File: src/rtl/sid_arb_pkg.sv
// Shared types and constants for the dual-SID register bus arbiter.
// Latency: n/a (declarations only).
// Backpressure: n/a.
// Contents: state enum, port ids, minimum bus timing, request bundle, max helper.
package sid_arb_pkg;

    typedef enum logic [1:0] {
        IDLE,
        SETUP,
        STROBE,
        RECOVER
    } arb_state_e;

    localparam logic PORT_HOST   = 1'b0;
    localparam logic PORT_PLAYER = 1'b1;

    // The SID registers CEb/RWb, so a strobe shorter than two cycles or no
    // recovery cycle would let it miss or merge accesses.
    localparam int MIN_STROBE  = 2;
    localparam int MIN_RECOVER = 1;

    typedef struct packed {
        logic       we;
        logic [5:0] addr;
        logic [7:0] wdata;
    } acc_req_t;

    function automatic int max_int(input int a, input int b);
        return (a > b) ? a : b;
    endfunction

endpackage

File: src/rtl/sid_arb_rr.sv
// Two-way round-robin picker: the port that was not granted last wins a tie.
// Latency: combinational.
// Backpressure: none; the caller only acts on the grant when it is free to.
// Ports: req[1:0] requests (bit index = port id), last = previous grant,
//        gnt_vld = any request, gnt_id = chosen port.
module sid_arb_rr
    import sid_arb_pkg::*;
(
    input  logic [1:0] req,
    input  logic       last,
    output logic       gnt_vld,
    output logic       gnt_id
);

    always_comb begin
        gnt_vld = |req;
        gnt_id  = PORT_HOST;
        if (req[PORT_HOST] && req[PORT_PLAYER]) begin
            gnt_id = ~last;
        end else if (req[PORT_PLAYER]) begin
            gnt_id = PORT_PLAYER;
        end
    end

endmodule

File: src/rtl/sid_bus_arbiter.sv
// Shares the SID register bus between the host CPU (port 0) and the register-stream player (port 1).
// Latency: request seen in IDLE -> ack after 2 + STROBE_CYC + RECOVER_CYC cycles (5 at defaults).
// Backpressure: a requester holds req and its fields until its one-cycle ack; the loser of a tie waits.
// Ports: h_* host port, p_* player port (req/we/addr/wdata in, ack/rdata out);
//        sid_ceb/sid_rwb/sid_addr/sid_wdata drive sid_top, sid_rdata comes back from it;
//        busy = access in progress, gnt_id = owner of current/last access.
// Option: define SID_ARB_FRAME_SYNC_EN to add frame_tick/p_eof and gate the player per frame.
module sid_bus_arbiter
    import sid_arb_pkg::*;
#(
    parameter int STROBE_CYC  = 2,
    parameter int RECOVER_CYC = 1
) (
    input  logic       clk,
    input  logic       rst_n,
    input  logic       h_req,
    input  logic       h_we,
    input  logic [5:0] h_addr,
    input  logic [7:0] h_wdata,
    output logic       h_ack,
    output logic [7:0] h_rdata,
    input  logic       p_req,
    input  logic       p_we,
    input  logic [5:0] p_addr,
    input  logic [7:0] p_wdata,
    output logic       p_ack,
    output logic [7:0] p_rdata,
    output logic       sid_ceb,
    output logic       sid_rwb,
    output logic [5:0] sid_addr,
    output logic [7:0] sid_wdata,
    input  logic [7:0] sid_rdata,
`ifdef SID_ARB_FRAME_SYNC_EN
    input  logic       frame_tick,
    input  logic       p_eof,
`endif
    output logic       busy,
    output logic       gnt_id
);

    localparam int CNT_W = $clog2(max_int(STROBE_CYC, RECOVER_CYC) + 1);

    if (STROBE_CYC < MIN_STROBE || RECOVER_CYC < MIN_RECOVER) begin : g_bad_timing
        $error("sid_bus_arbiter: need STROBE_CYC >= %0d and RECOVER_CYC >= %0d",
               MIN_STROBE, MIN_RECOVER);
    end

    arb_state_e       state;
    logic [CNT_W-1:0] cnt;
    logic             acc_we;
    logic             p_elig;
    logic             gnt_vld;
    logic             gnt_sel;
    acc_req_t         h_bus;
    acc_req_t         p_bus;
    acc_req_t         sel_bus;

    assign h_bus   = '{we: h_we, addr: h_addr, wdata: h_wdata};
    assign p_bus   = '{we: p_we, addr: p_addr, wdata: p_wdata};
    assign sel_bus = (gnt_sel == PORT_PLAYER) ? p_bus : h_bus;
    assign busy    = (state != IDLE);

`ifdef SID_ARB_FRAME_SYNC_EN
    logic p_armed;
    logic eof_q;

    assign p_elig = p_req & p_armed;

    // Cleared on the same edge that raises p_ack, so the player cannot win
    // the IDLE cycle that follows its end-of-frame access.
    always_ff @(posedge clk) begin
        if (!rst_n) begin
            p_armed <= 1'b0;
            eof_q   <= 1'b0;
        end else begin
            if (state == IDLE && gnt_vld) begin
                eof_q <= (gnt_sel == PORT_PLAYER) & p_eof;
            end
            if (frame_tick) begin
                p_armed <= 1'b1;
            end else if (state == RECOVER && cnt == '0 && gnt_id == PORT_PLAYER && eof_q) begin
                p_armed <= 1'b0;
            end
        end
    end
`else
    assign p_elig = p_req;
`endif

    sid_arb_rr u_rr (
        .req     ({p_elig, h_req}),
        .last    (gnt_id),
        .gnt_vld (gnt_vld),
        .gnt_id  (gnt_sel)
    );

    always_ff @(posedge clk) begin
        if (!rst_n) begin
            state     <= IDLE;
            cnt       <= '0;
            acc_we    <= 1'b0;
            sid_ceb   <= 1'b1;
            sid_rwb   <= 1'b1;
            sid_addr  <= '0;
            sid_wdata <= '0;
            h_ack     <= 1'b0;
            p_ack     <= 1'b0;
            h_rdata   <= '0;
            p_rdata   <= '0;
            gnt_id    <= PORT_PLAYER;
        end else begin
            h_ack <= 1'b0;
            p_ack <= 1'b0;
            unique case (state)
                IDLE: begin
                    // Address/data go out on the grant edge so they are stable
                    // for the whole SETUP cycle before CEb falls.
                    if (gnt_vld) begin
                        state     <= SETUP;
                        gnt_id    <= gnt_sel;
                        acc_we    <= sel_bus.we;
                        sid_addr  <= sel_bus.addr;
                        sid_wdata <= sel_bus.wdata;
                        sid_rwb   <= ~sel_bus.we;
                    end
                end
                SETUP: begin
                    state   <= STROBE;
                    sid_ceb <= 1'b0;
                    cnt     <= CNT_W'(STROBE_CYC - 1);
                end
                STROBE: begin
                    if (cnt == '0) begin
                        state   <= RECOVER;
                        sid_ceb <= 1'b1;
                        sid_rwb <= 1'b1;
                        cnt     <= CNT_W'(RECOVER_CYC - 1);
                        if (!acc_we) begin
                            if (gnt_id == PORT_PLAYER) p_rdata <= sid_rdata;
                            else                       h_rdata <= sid_rdata;
                        end
                    end else begin
                        cnt <= cnt - 1'b1;
                    end
                end
                RECOVER: begin
                    if (cnt == '0) begin
                        state <= IDLE;
                        if (gnt_id == PORT_PLAYER) p_ack <= 1'b1;
                        else                       h_ack <= 1'b1;
                    end else begin
                        cnt <= cnt - 1'b1;
                    end
                end
                default: state <= IDLE;
            endcase
        end
    end

endmodule

File: config.mk
export PLATFORM = sky130hd
export DESIGN_NAME = sid_bus_arbiter
export DESIGN_NICKNAME = d
export VERILOG_FILES = /design/src/rtl/sid_arb_pkg.sv /design/src/rtl/sid_arb_rr.sv /design/src/rtl/sid_bus_arbiter.sv
export SDC_FILE = /design/constraint.sdc
export NUM_CORES = 1
export LEC_CHECK = 0
export CAP_MARGIN = 20
export CORE_MARGIN = 3
export CORE_UTILIZATION = 42
export CTS_CLUSTER_SIZE = 20
export DETAILED_ROUTE_END_ITERATION = 10
export GPL_TIMING_DRIVEN = 1
export PLACE_DENSITY_LB_ADDON = 0.3
export SYNTH_ARGS = -nofsm -noshare
export SYNTH_HDL_FRONTEND = slang
export SYNTH_SLANG_ARGS = --single-unit
File: constraint.sdc
create_clock -name clk -period 2.1 [get_ports clk]
set_input_delay 0.315 -clock clk [delete_from_list [all_inputs] [get_ports clk]]
set_output_delay 0.315 -clock clk [all_outputs]
set_load 0.005 [all_outputs]
# --- Word-level counts from Yosys, hierarchy flattened ---
# Index checks and enable logic that the tools add are counted.
totals:
  reg_bits: 40
  output_inout_bits: 36
op_classes:
  bitwise_logic: 3
  n_reduce_logical: 16
  n_eq_ne: 7
  mux: 16
  n_addsub: 1
ops:
  columns: ["cell", "n"]
  rows:
  - ["15-bit 2-to-1 mux", 1]
  - ["2-bit 2-to-1 mux", 5]
  - ["3-bit AND reduction", 3]
  - ["2-bit inequality test (second input constant)", 4]
  - ["2-bit case mux with 4 select lines", 1]
  - ["4-bit AND reduction", 2]
  - ["1-bit 2-to-1 mux", 6]
  - ["2-bit case mux with 3 select lines", 1]
  - ["2-bit AND reduction", 3]
  - ["2-bit nonzero test", 3]
  - ["2-bit equality test (second input constant)", 2]
  - ["2-bit logical NOT", 2]
  - ["1-bit case mux with 2 select lines", 2]
  - ["1-bit inverter", 3]
  - ["3-bit nonzero test", 1]
  - ["2-bit by 1-bit equality test with 1-bit output (second input constant)", 1]
  - ["2-bit OR reduction", 1]
  - ["2-bit by 1-bit subtractor with 2-bit output (second input constant)", 1]
  - ["1-bit logical AND", 1]

# --- Longest topological paths before layout ---
# Gate-level depths: netlist (run 1).
depth:
  ltp_word: 6
  mapped_depth: 7

# --- Hierarchy ---
# A second synthesis (run 1) with hierarchy kept.
hier_totals:
  cells_unflattened: 195
  hier_area_um2: 1890.6
by_module_without_submodules:
  columns: ["mod", "n_inst", "seq_area_each_um2", "area_per_inst_um2", "cells_each"]
  rows:
  - ["sid_bus_arbiter", 1, 800.8, 1876.8, 193]
  - ["sid_arb_rr", 1, 0.0, 13.8, 2]

# --- Worst setup path before layout (run 1) ---
# Ideal clock, no wire load.
synth_path:
  path_type: "flip-flop to flip-flop"
  startpoint: "register state[0]"
  endpoint: "register sid_rwb"
  path_buffers: 0
  path_stages_with_launch: 6
  arrival_ps: 1485
  required_ps: 1978
  setup_ps: 122
  synth_period_minus_slack_ps: 1606
  setup_slack_ps: 494
  cell_sequence: "dfxtp_1 > inv_1 > ha_1 > or3b_4 > o211a_1 > o32a_1"
synth_between:
  elab_chain_cells: 3
  word_cells_on_any_way: 7
  classes_between: "eq/ne: 3; mux: 1; reduce/logical: 3"
synth_rtl:
  columns: ["item", "line_no", "rtl"]
  rows:
  - ["from (decl)", "sid_bus_arbiter.sv:48", "arb_state_e state;"]
  - ["from (signal assigned)", "sid_bus_arbiter.sv:99", "state <= IDLE;"]
  - ["from (signal assigned)", "sid_bus_arbiter.sv:119", "state <= SETUP;"]
  - ["from (signal assigned)", "sid_bus_arbiter.sv:128", "state <= STROBE;"]
  - ["2-bit equality test or 2-bit logical NOT (tied branches)", "sid_bus_arbiter.sv:114", "unique case (state)"]
  - ["2-bit inequality test (no source line) or 2-bit nonzero test (tied branches)", null, null]
  - ["3-bit AND reduction (no source line)", null, null]
  - ["to (signal assigned)", "sid_bus_arbiter.sv:124", "sid_rwb <= ~sel_bus.we;"]
  - ["to (decl)", "sid_bus_arbiter.sv:29", "output logic sid_rwb,"]
# Several ways; a longest one is shown, not always the timed one.
# A chain may end at the register's enable or synchronous reset.

# --- Worst setup path in the final report (run 1) ---
layout_path:
  startpoint: "register state[0]"
  endpoint: "output port busy"
layout_between:
  elab_chain_cells: 1
layout_rtl:
  columns: ["item", "line_no", "rtl"]
  rows:
  - ["2-bit nonzero test", "sid_bus_arbiter.sv:61", "assign busy = (state != IDLE);"]
  - ["to (decl)", "sid_bus_arbiter.sv:37", "output logic busy,"]
# No other way between the ends.

==> reports/summary.log, run 1 <==
[status] outcome completed
[finish] layout cell share with drive strength beyond 1 7.38%
[timing] final clock skew 3.61 ps
[place] post-detail-place hpwl 3.24 mm
[pwr] worst IR drop on VDD 528 uV
[clocking] TritonCTS clock tree built
[drt] number of DRC violations after detailed-routing iteration 0 39
[finish] final non-filler cell total 321
[yosys] portion of the post-synthesis area used by sequential elements 44.6%
[setup_path] CP Cell Sequence inv_1 > ha_1 > inv_1 > clkdlybuf4s50_1
[global_route] wire length of the first global-routing pass 7.33 mm
[timing] total negative slack 0 ps
[clocking] largest buffer count on any clock path 2
[setup_path] highest fanout seen on the critical path 7
[clocking] number of hold-repair buffers added at the cts stage 0
[yosys] distinct cell type count of the synthesized netlist 35
[drt] number of antenna-violating nets in the routed design 0
[global_route] initial antenna violation count 0
[setup_path] kind of capture point of the worst setup path output pin
[hold_path] kind of path behind the tightest hold check flip-flop to flip-flop
[setup_path] Critical-path top delay cell sky130_fd_sc_hd__clkdlybuf4s50_1
[clocking] deepest level of the CTS H-tree 2
[clocking] total setup buffers inserted after CTS 0
[clocking] number of gates given a new drive strength after cts 0
[setup_path] peak per-stage delay on the critical path 490 ps
[setup_path] startpoint of the worst setup timing path state[0]$_SDFFE_PN0P_
[global_route] routing usage on met1 22.7%
[place] worst slack at placement 323 ps
[flow_run] number of maximum-capacitance constraint violations 0
[drt] via count of the routed design 1625
[pwr] leakage power 1.05 nW
[global_route] GRT busiest layer met2
[timing] Max transition margin 74.5%
[drt] average wire per cell in the routed design 13.5 microns
[place] placed cell count 313
[finish] number of nets in the finished design 323
[timing] number of setup violations in the final report 0
[place] Port Buffer Count 77
[drt] routed via count divided by cell count 5.06
[floorplanning] I/O pin total 78
[timing] hold violation count in the final report 0
[timing] share of the clock period used by the worst path after layout 94.6%
[global_route] largest net degree at the start of global routing 27
[timing] final-report max-slew violation count 0
[finish] growth of design area from synthesis to finish 52.7%
[setup_path] crit start category flip-flop
[global_route] GR Layer Usage met2 27.3%
[place] gpl congestion 0.798
[yosys] number of synthesized register bits 40
[clocking] clock tree root driver cell sky130_fd_sc_hd__clkbuf_8
[setup_path] Reg2Reg Capture Point sid_rwb$_SDFFE_PN1P_
[setup_path] required time of the critical path 1780 ps
[setup_path] Data arrival, critical path 1670 ps
[yosys] total of warnings raised by yosys 0
[global_route] vias in the first global route 1552
[timing] upper clock frequency limit 0.503 GHz
[floorplanning] die height 71.4 microns
[timing] unrepaired setup endpoints after global routing no
[drt] detailed-route DRC error count 0
[timing] crit path setup slack, layout 114 ps
[setup_path] critical path's most frequent cell sky130_fd_sc_hd__inv_1
[yosys] syn nets 245
[timing] final worst hold slack 456 ps
[global_route] sum of overflow across all layers after global routing 0
[finish] number of antenna cells inserted 0
[floorplanning] area of the core 4060 sq um
[floorplanning] Die X 71.4 microns
[clocking] clk slew on worst S/H paths 80 ps
[timing] post-layout min period 1990 ps
[floorplanning] effective utilization at floorplan 44.2%
[setup_path] Critical Path End busy
[setup_path] worst r2r path cells 5
[finish] number of fill cells in the layout 337
[timing] actual transition at the worst max-transition pin 372 ps
[setup_path] reg2reg setup slack 360 ps
[floorplanning] area of the die 5090 sq um
[setup_path] WS Path Type flip-flop to output pin
[yosys] syn_area_per_cell 9.34 sq um
[clocking] # clock sinks 40
[yosys] Netlist Area Pre-Place 1790 sq um
[clocking] number of buffers created by CTS 5
[drt] detailed-router iteration count before antenna repair 5
[global_route] met3 Resource Use GR 8.13%
[yosys] instance count of the mapped netlist 192
[floorplanning] standard-cell rows 23
[clocking] clock latency on the worst-skew pair 290 ps
[pwr] ratio of total power to cell area 993 nW/um^2
[setup_path] worst r2r src state[0]$_SDFFE_PN0P_
[global_route] Overall Global Routing Usage 18.2%
[drt] Routed WL 4.33 mm
-- layout make-up --
cell class,instances,area [sq um],area share (%)
flip-flops and latches,40,801,29.2
well taps,50,62.6,2.28
repair buffers,83,828,30.2
multi-input cells,133,915,33.4
clock buffers,6,72.6,2.65
clock inverters,2,35.0,1.28
inverters,7,26.3,0.959
-- through the flow --
stage / utilization, % / instance area, sq um / power (mW)
floorplan: - / 1790 / 1.57
detailed placement: 64.9 / 2630 / 2.13
global route: 67.5 / 2740 / 2.90
CTS: 67.5 / 2740 / 2.75
finish: 67.5 / 2740 / 2.72
global placement: 64.9 / 2630 / 2.10
-- per-layer routing --
layer  part of all wire, %  vias up  routed length (microns)
li1                      -      824                        -
met1                    43      736                     1860
met2                    45       55                     1940
met3                   9.8       10                      423
met4                   2.5        0                      107
met5                     0        -                        0
-- synth_stat cells --
library cell                count  area, sq um
sky130_fd_sc_hd__dfxtp_1       40          801
sky130_fd_sc_hd__a21oi_1       27          135
sky130_fd_sc_hd__mux2i_1       23          230
sky130_fd_sc_hd__nand2_1       18         67.6
sky130_fd_sc_hd__o21ai_0       17         85.1
sky130_fd_sc_hd__nor2_1        12         45.0
sky130_fd_sc_hd__ha_1          11          138
sky130_fd_sc_hd__clkbuf_1       8         30.0
sky130_fd_sc_hd__inv_1          7         26.3
sky130_fd_sc_hd__nand2b_1       3         18.8
sky130_fd_sc_hd__buf_2          2         10.0
sky130_fd_sc_hd__a2111oi_0      1         8.76
sky130_fd_sc_hd__a211o_1        1         8.76
sky130_fd_sc_hd__a211oi_1       1         7.51
sky130_fd_sc_hd__a21boi_4       1         18.8
sky130_fd_sc_hd__a21o_2         1         8.76
sky130_fd_sc_hd__a31o_2         1         8.76
sky130_fd_sc_hd__a31oi_1        1         6.26
sky130_fd_sc_hd__and2_1         1         6.26
sky130_fd_sc_hd__and3_2         1         7.51
sky130_fd_sc_hd__and4_2         1         10.0
sky130_fd_sc_hd__and4b_1        1         10.0
sky130_fd_sc_hd__buf_4          1         7.51
sky130_fd_sc_hd__buf_6          1         11.3
sky130_fd_sc_hd__nand3_1        1         5.00
sky130_fd_sc_hd__nand3b_1       1         7.51
sky130_fd_sc_hd__nand4_1        1         6.26
sky130_fd_sc_hd__nand4b_1       1         8.76
sky130_fd_sc_hd__nor2b_1        1         6.26
sky130_fd_sc_hd__nor3_1         1         5.00
sky130_fd_sc_hd__nor4bb_1       1         10.0
sky130_fd_sc_hd__o211a_1        1         10.0
sky130_fd_sc_hd__o21a_1         1         7.51
sky130_fd_sc_hd__o32a_1         1         10.0
sky130_fd_sc_hd__or3b_4         1         11.3
-- worst min path at each step --
stage / start / to / slack (ps) / depth (start not counted)
after CTS: p_rdata[0]$_SDFFE_PN0P_ / p_rdata[0]$_SDFFE_PN0P_ / 460 / 2
after global routing: p_rdata[5]$_SDFFE_PN0P_ / p_rdata[5]$_SDFFE_PN0P_ / 480 / 2
after floorplan: sid_rdata[0] / p_rdata[0]$_SDFFE_PN0P_ / 450 / 2
final: p_rdata[0]$_SDFFE_PN0P_ / p_rdata[0]$_SDFFE_PN0P_ / 460 / 2
after global placement: p_rdata[3]$_SDFFE_PN0P_ / p_rdata[3]$_SDFFE_PN0P_ / 440 / 2
after detailed placement: p_rdata[0]$_SDFFE_PN0P_ / p_rdata[0]$_SDFFE_PN0P_ / 450 / 2
-- sequential cells by signal (all words and copies together) (netlist names), 2 cells and up --
name       cells
h_rdata        8
p_rdata        8
cnt            2
sid_addr       6
sid_wdata      8
state          2
-- layout by cell type, fill, tap and decap left out, types with 3 or more instances in the layout --
cell type	n
sky130_fd_sc_hd__dfxtp_1	40
sky130_fd_sc_hd__nor2_1	12
sky130_fd_sc_hd__ha_1	11
sky130_fd_sc_hd__buf_4	5
sky130_fd_sc_hd__clkdlybuf4s50_1	77
sky130_fd_sc_hd__mux2i_1	23
sky130_fd_sc_hd__nand2_1	18
sky130_fd_sc_hd__o21ai_0	17
sky130_fd_sc_hd__inv_1	7
sky130_fd_sc_hd__clkbuf_8	5
sky130_fd_sc_hd__nand2b_1	3
sky130_fd_sc_hd__a21oi_1	27
-- worst max-delay path, delay by kind of cell (launching register included) --
family | cells | cell delay (ps)
flip-flops | 1 | 400
buffers and inverters | 3 | 690
adder cells (fa/ha/maj) | 1 | 290
-- power by group --
part | switching [mW] | internal [mW]
logic | 0.444 | 0.604
clock network | 0.264 | 0.353
registers | 0.113 | 0.942
-- logic make-up after synthesis --
group | share of synthesized area [%]
multiplexers | 12.8
adder cells (fa/ha/maj) | 7.67
AO/OA/AOI/OAI | 17.6
buffers and inverters | 4.74
flip-flops | 44.6
AND/OR/NAND/NOR | 12.6
(Power assumes the default switching activity.)
==> run 2: changes to the inputs <==
--- a/config.mk
+++ b/config.mk
@@ -8,6 +8,7 @@
 export CAP_MARGIN = 20
 export CORE_MARGIN = 3
 export CORE_UTILIZATION = 42
+export CTS_CLUSTER_DIAMETER = 40
 export CTS_CLUSTER_SIZE = 20
 export DETAILED_ROUTE_END_ITERATION = 10
 export GPL_TIMING_DRIVEN = 1
==> results of run 2 <==
The final DEF is identical to that of run 1; final timing and power are the same.
==> run 3: changes to the inputs <==
--- a/config.mk
+++ b/config.mk
@@ -13,6 +13,7 @@
 export DETAILED_ROUTE_END_ITERATION = 10
 export GPL_TIMING_DRIVEN = 1
 export PLACE_DENSITY_LB_ADDON = 0.3
+export RECOVER_POWER = 100
 export SYNTH_ARGS = -nofsm -noshare
 export SYNTH_HDL_FRONTEND = slang
 export SYNTH_SLANG_ARGS = --single-unit
==> reports/summary.log, run 3 (synthesis gave the netlist of run 1 again) <==
[floorplanning] die height 71.4 microns [unchanged]
[drt] routed via count divided by cell count 5.09 [was 5.06]
[flow_run] number of maximum-capacitance constraint violations 0 [unchanged]
[global_route] initial antenna violation count 0 [unchanged]
[clocking] TritonCTS clock tree built [unchanged]
[finish] layout cell share with drive strength beyond 1 6.64% [was 7.38%]
[pwr] fraction of power consumed by combinational cells 36.4% [was 38.5%]
[pwr] share of total power in the clock network 23.6% [was 22.7%]
[drt] average wire per cell in the routed design 13.5 microns [about the same]
[timing] final clock skew 3.56 ps [was 3.61 ps]
[setup_path] reg2reg setup slack 300 ps [was 360 ps]
[timing] hold violation count in the final report 0 [unchanged]
[pwr] internal power consumption 1.81 mW [was 1.90 mW]
[clocking] clock latency on the worst-skew pair 290 ps [about the same]
[timing] crit path setup slack, layout 111 ps [was 114 ps]
[timing] upper clock frequency limit 0.503 GHz [about the same]
[setup_path] worst r2r path cells 6 [was 5]
[status] outcome completed [unchanged]
[timing] unrepaired setup endpoints after global routing no [unchanged]
[drt] detailed-router iteration count before antenna repair 4 [was 5]
[place] Port Buffer Count 77 [unchanged]
[pwr] worst IR drop on VDD 516 uV [was 528 uV]
[timing] final-report max-slew violation count 0 [unchanged]
[setup_path] Data arrival, critical path 1670 ps [about the same]
[finish] number of antenna cells inserted 0 [unchanged]
[setup_path] highest fanout seen on the critical path 7 [unchanged]
[hold_path] end of the worst hold path p_rdata[0]$_SDFFE_PN0P_ [unchanged]
[timing] actual transition at the worst max-transition pin 438 ps [was 372 ps]
[finish] Largest regs h_rdata x8, p_rdata x8, sid_wdata x8 [unchanged]
[setup_path] worst r2r src state[0]$_SDFFE_PN0P_ [unchanged]
[clocking] largest buffer count on any clock path 2 [unchanged]
[finish] growth of design area from synthesis to finish 51.3% [was 52.7%]
[clocking] clock tree root driver cell sky130_fd_sc_hd__clkbuf_8 [unchanged]
[floorplanning] effective utilization at floorplan 44.2% [unchanged]
[hold_path] number of cells traversed by the worst hold path 2 [unchanged]
[clocking] # clock sinks 40 [unchanged]
[clocking] number of gates given a new drive strength after cts 0 [unchanged]
[clocking] clk slew on worst S/H paths 80 ps [about the same]
[setup_path] required time of the critical path 1780 ps [about the same]
[global_route] largest net degree at the start of global routing 27 [unchanged]
[finish] leading cell type in the layout, fill and taps excluded sky130_fd_sc_hd__clkdlybuf4s50_1 [unchanged]
[global_route] vias in the first global route 1552 [unchanged]
[drt] number of antenna-violating nets in the routed design 0 [unchanged]
[floorplanning] Die X 71.4 microns [unchanged]
[global_route] Overall Global Routing Usage 18.2% [unchanged]
[hold_path] origin of the worst min-delay path p_rdata[0]$_SDFFE_PN0P_ [unchanged]
[setup_path] crit start category flip-flop [unchanged]
[floorplanning] area of the core 4060 sq um [unchanged]
[drt] Routed WL 4.33 mm [about the same]
[hold_path] kind of path behind the tightest hold check flip-flop to flip-flop [unchanged]
[floorplanning] area of the die 5090 sq um [unchanged]
[global_route] sum of overflow across all layers after global routing 0 [unchanged]
[pwr] sequential fraction of design power 40.0% [was 38.8%]
[timing] post-layout min period 1990 ps [about the same]
[drt] number of DRC violations after detailed-routing iteration 0 35 [was 39]
[clocking] number of hold-repair buffers added at the cts stage 0 [unchanged]
[pwr] Sw Share 30.9% [was 30.2%]
[setup_path] kind of capture point of the worst setup path output pin [unchanged]
[drt] detailed-route DRC error count 0 [unchanged]
[clocking] number of buffers created by CTS 5 [unchanged]
[place] post-detail-place hpwl 3.24 mm [unchanged]
[setup_path] Reg2Reg Capture Point sid_addr[5]$_SDFFE_PN0P_ [was sid_rwb$_SDFFE_PN1P_]
[pwr] ratio of total power to cell area 964 nW/um^2 [was 993 nW/um^2]
[timing] total negative slack 0 ps [unchanged]
[finish] core occupancy in the finished layout 66.9% [was 67.5%]
[clocking] deepest level of the CTS H-tree 2 [unchanged]
[place] gpl congestion 0.798 [unchanged]
[floorplanning] standard-cell rows 23 [unchanged]
[setup_path] WS Path Type flip-flop to output pin [unchanged]
[timing] Max transition margin 70.8% [was 74.5%]
[finish] number of nets in the finished design 323 [unchanged]
[place] worst slack at placement 323 ps [unchanged]
[finish] highest-count cells in the layout ignoring fill and taps 42 x sky130_fd_sc_hd__clkdlybuf4s50_1, 40 x sky130_fd_sc_hd__dfxtp_1, 35 x sky130_fd_sc_hd__dlygate4sd3_1 [was 77 x sky130_fd_sc_hd__clkdlybuf4s50_1, 40 x sky130_fd_sc_hd__dfxtp_1, 27 x sky130_fd_sc_hd__a21oi_1]
[drt] via count of the routed design 1633 [was 1625]
[floorplanning] I/O pin total 78 [unchanged]
[pwr] total net switching power 808 uW [was 822 uW]
[global_route] wire length of the first global-routing pass 7.33 mm [unchanged]
[timing] share of the clock period used by the worst path after layout 94.7% [was 94.6%]
[clocking] total setup buffers inserted after CTS 0 [unchanged]
[pwr] leakage power 1.13 nW [was 1.05 nW]
[timing] number of setup violations in the final report 0 [unchanged]
[run 3: worst max path at each step]
stage / from / to / slack [ps] / cells past startpoint
after detailed placement: h_req / sid_rwb$_SDFFE_PN1P_ / 320 / 4
after CTS: state[0]$_SDFFE_PN0P_ / busy / 100 / 4
after global placement: h_req / sid_rwb$_SDFFE_PN1P_ / 340 / 4
final: state[0]$_SDFFE_PN0P_ / busy / 110 / 4
after floorplan: state[0]$_SDFFE_PN0P_ / sid_rwb$_SDFFE_PN1P_ / 490 / 5
after global routing: state[1]$_SDFFE_PN0P_ / busy / 10 / 4
[run 3: worst max-delay path, stage by stage, from the launching register on]
cell                              delay (ps)
sky130_fd_sc_hd__dfxtp_1                 400
sky130_fd_sc_hd__inv_1                   120
sky130_fd_sc_hd__ha_1                    290
sky130_fd_sc_hd__inv_1                    70
sky130_fd_sc_hd__clkdlybuf4s50_1         490
[run 3: per-layer routing]
layer	vias up	share of wire [%]	global-route usage [%]
li1	826	-	-
met1	739	43	22.7
met2	58	44	27.3
met3	10	9.8	8.13
met4	0	2.5	7.93
met5	-	0	0
[run 3: final cells by class]
type	count	area [sq um]
clock buffer	6	72.6
sequential	40	801
fill	342	1340
tap	50	62.6
multi-input combinational	133	906
clock inverter	2	35.0
timing repair buffer	83	811
inverter	7	26.3
[run 3: power groups by stage]
stage          Combinational (mW)  Clock [mW]  Sequential (mW)
2_1_floorplan               0.506           0             1.06
3_3_place_gp                 1.04           0             1.07
3_5_place_dp                 1.06           0             1.07
4_1_cts                      1.06       0.636             1.06
5_1_grt                      1.07       0.662             1.07
6_report                    0.953       0.617             1.05
[run 3: stage by stage]
stage | hold WS [ps] | area [sq um] | std cells | total power [mW]
after floorplan | 451 | 1790 | 192 | 1.57
after global placement | 441 | 2630 | 313 | 2.10
after detailed placement | 449 | 2630 | 313 | 2.13
after CTS | 457 | 2740 | 321 | 2.75
after global routing | 476 | 2710 | 321 | 2.80
final | 452 | 2710 | 321 | 2.62
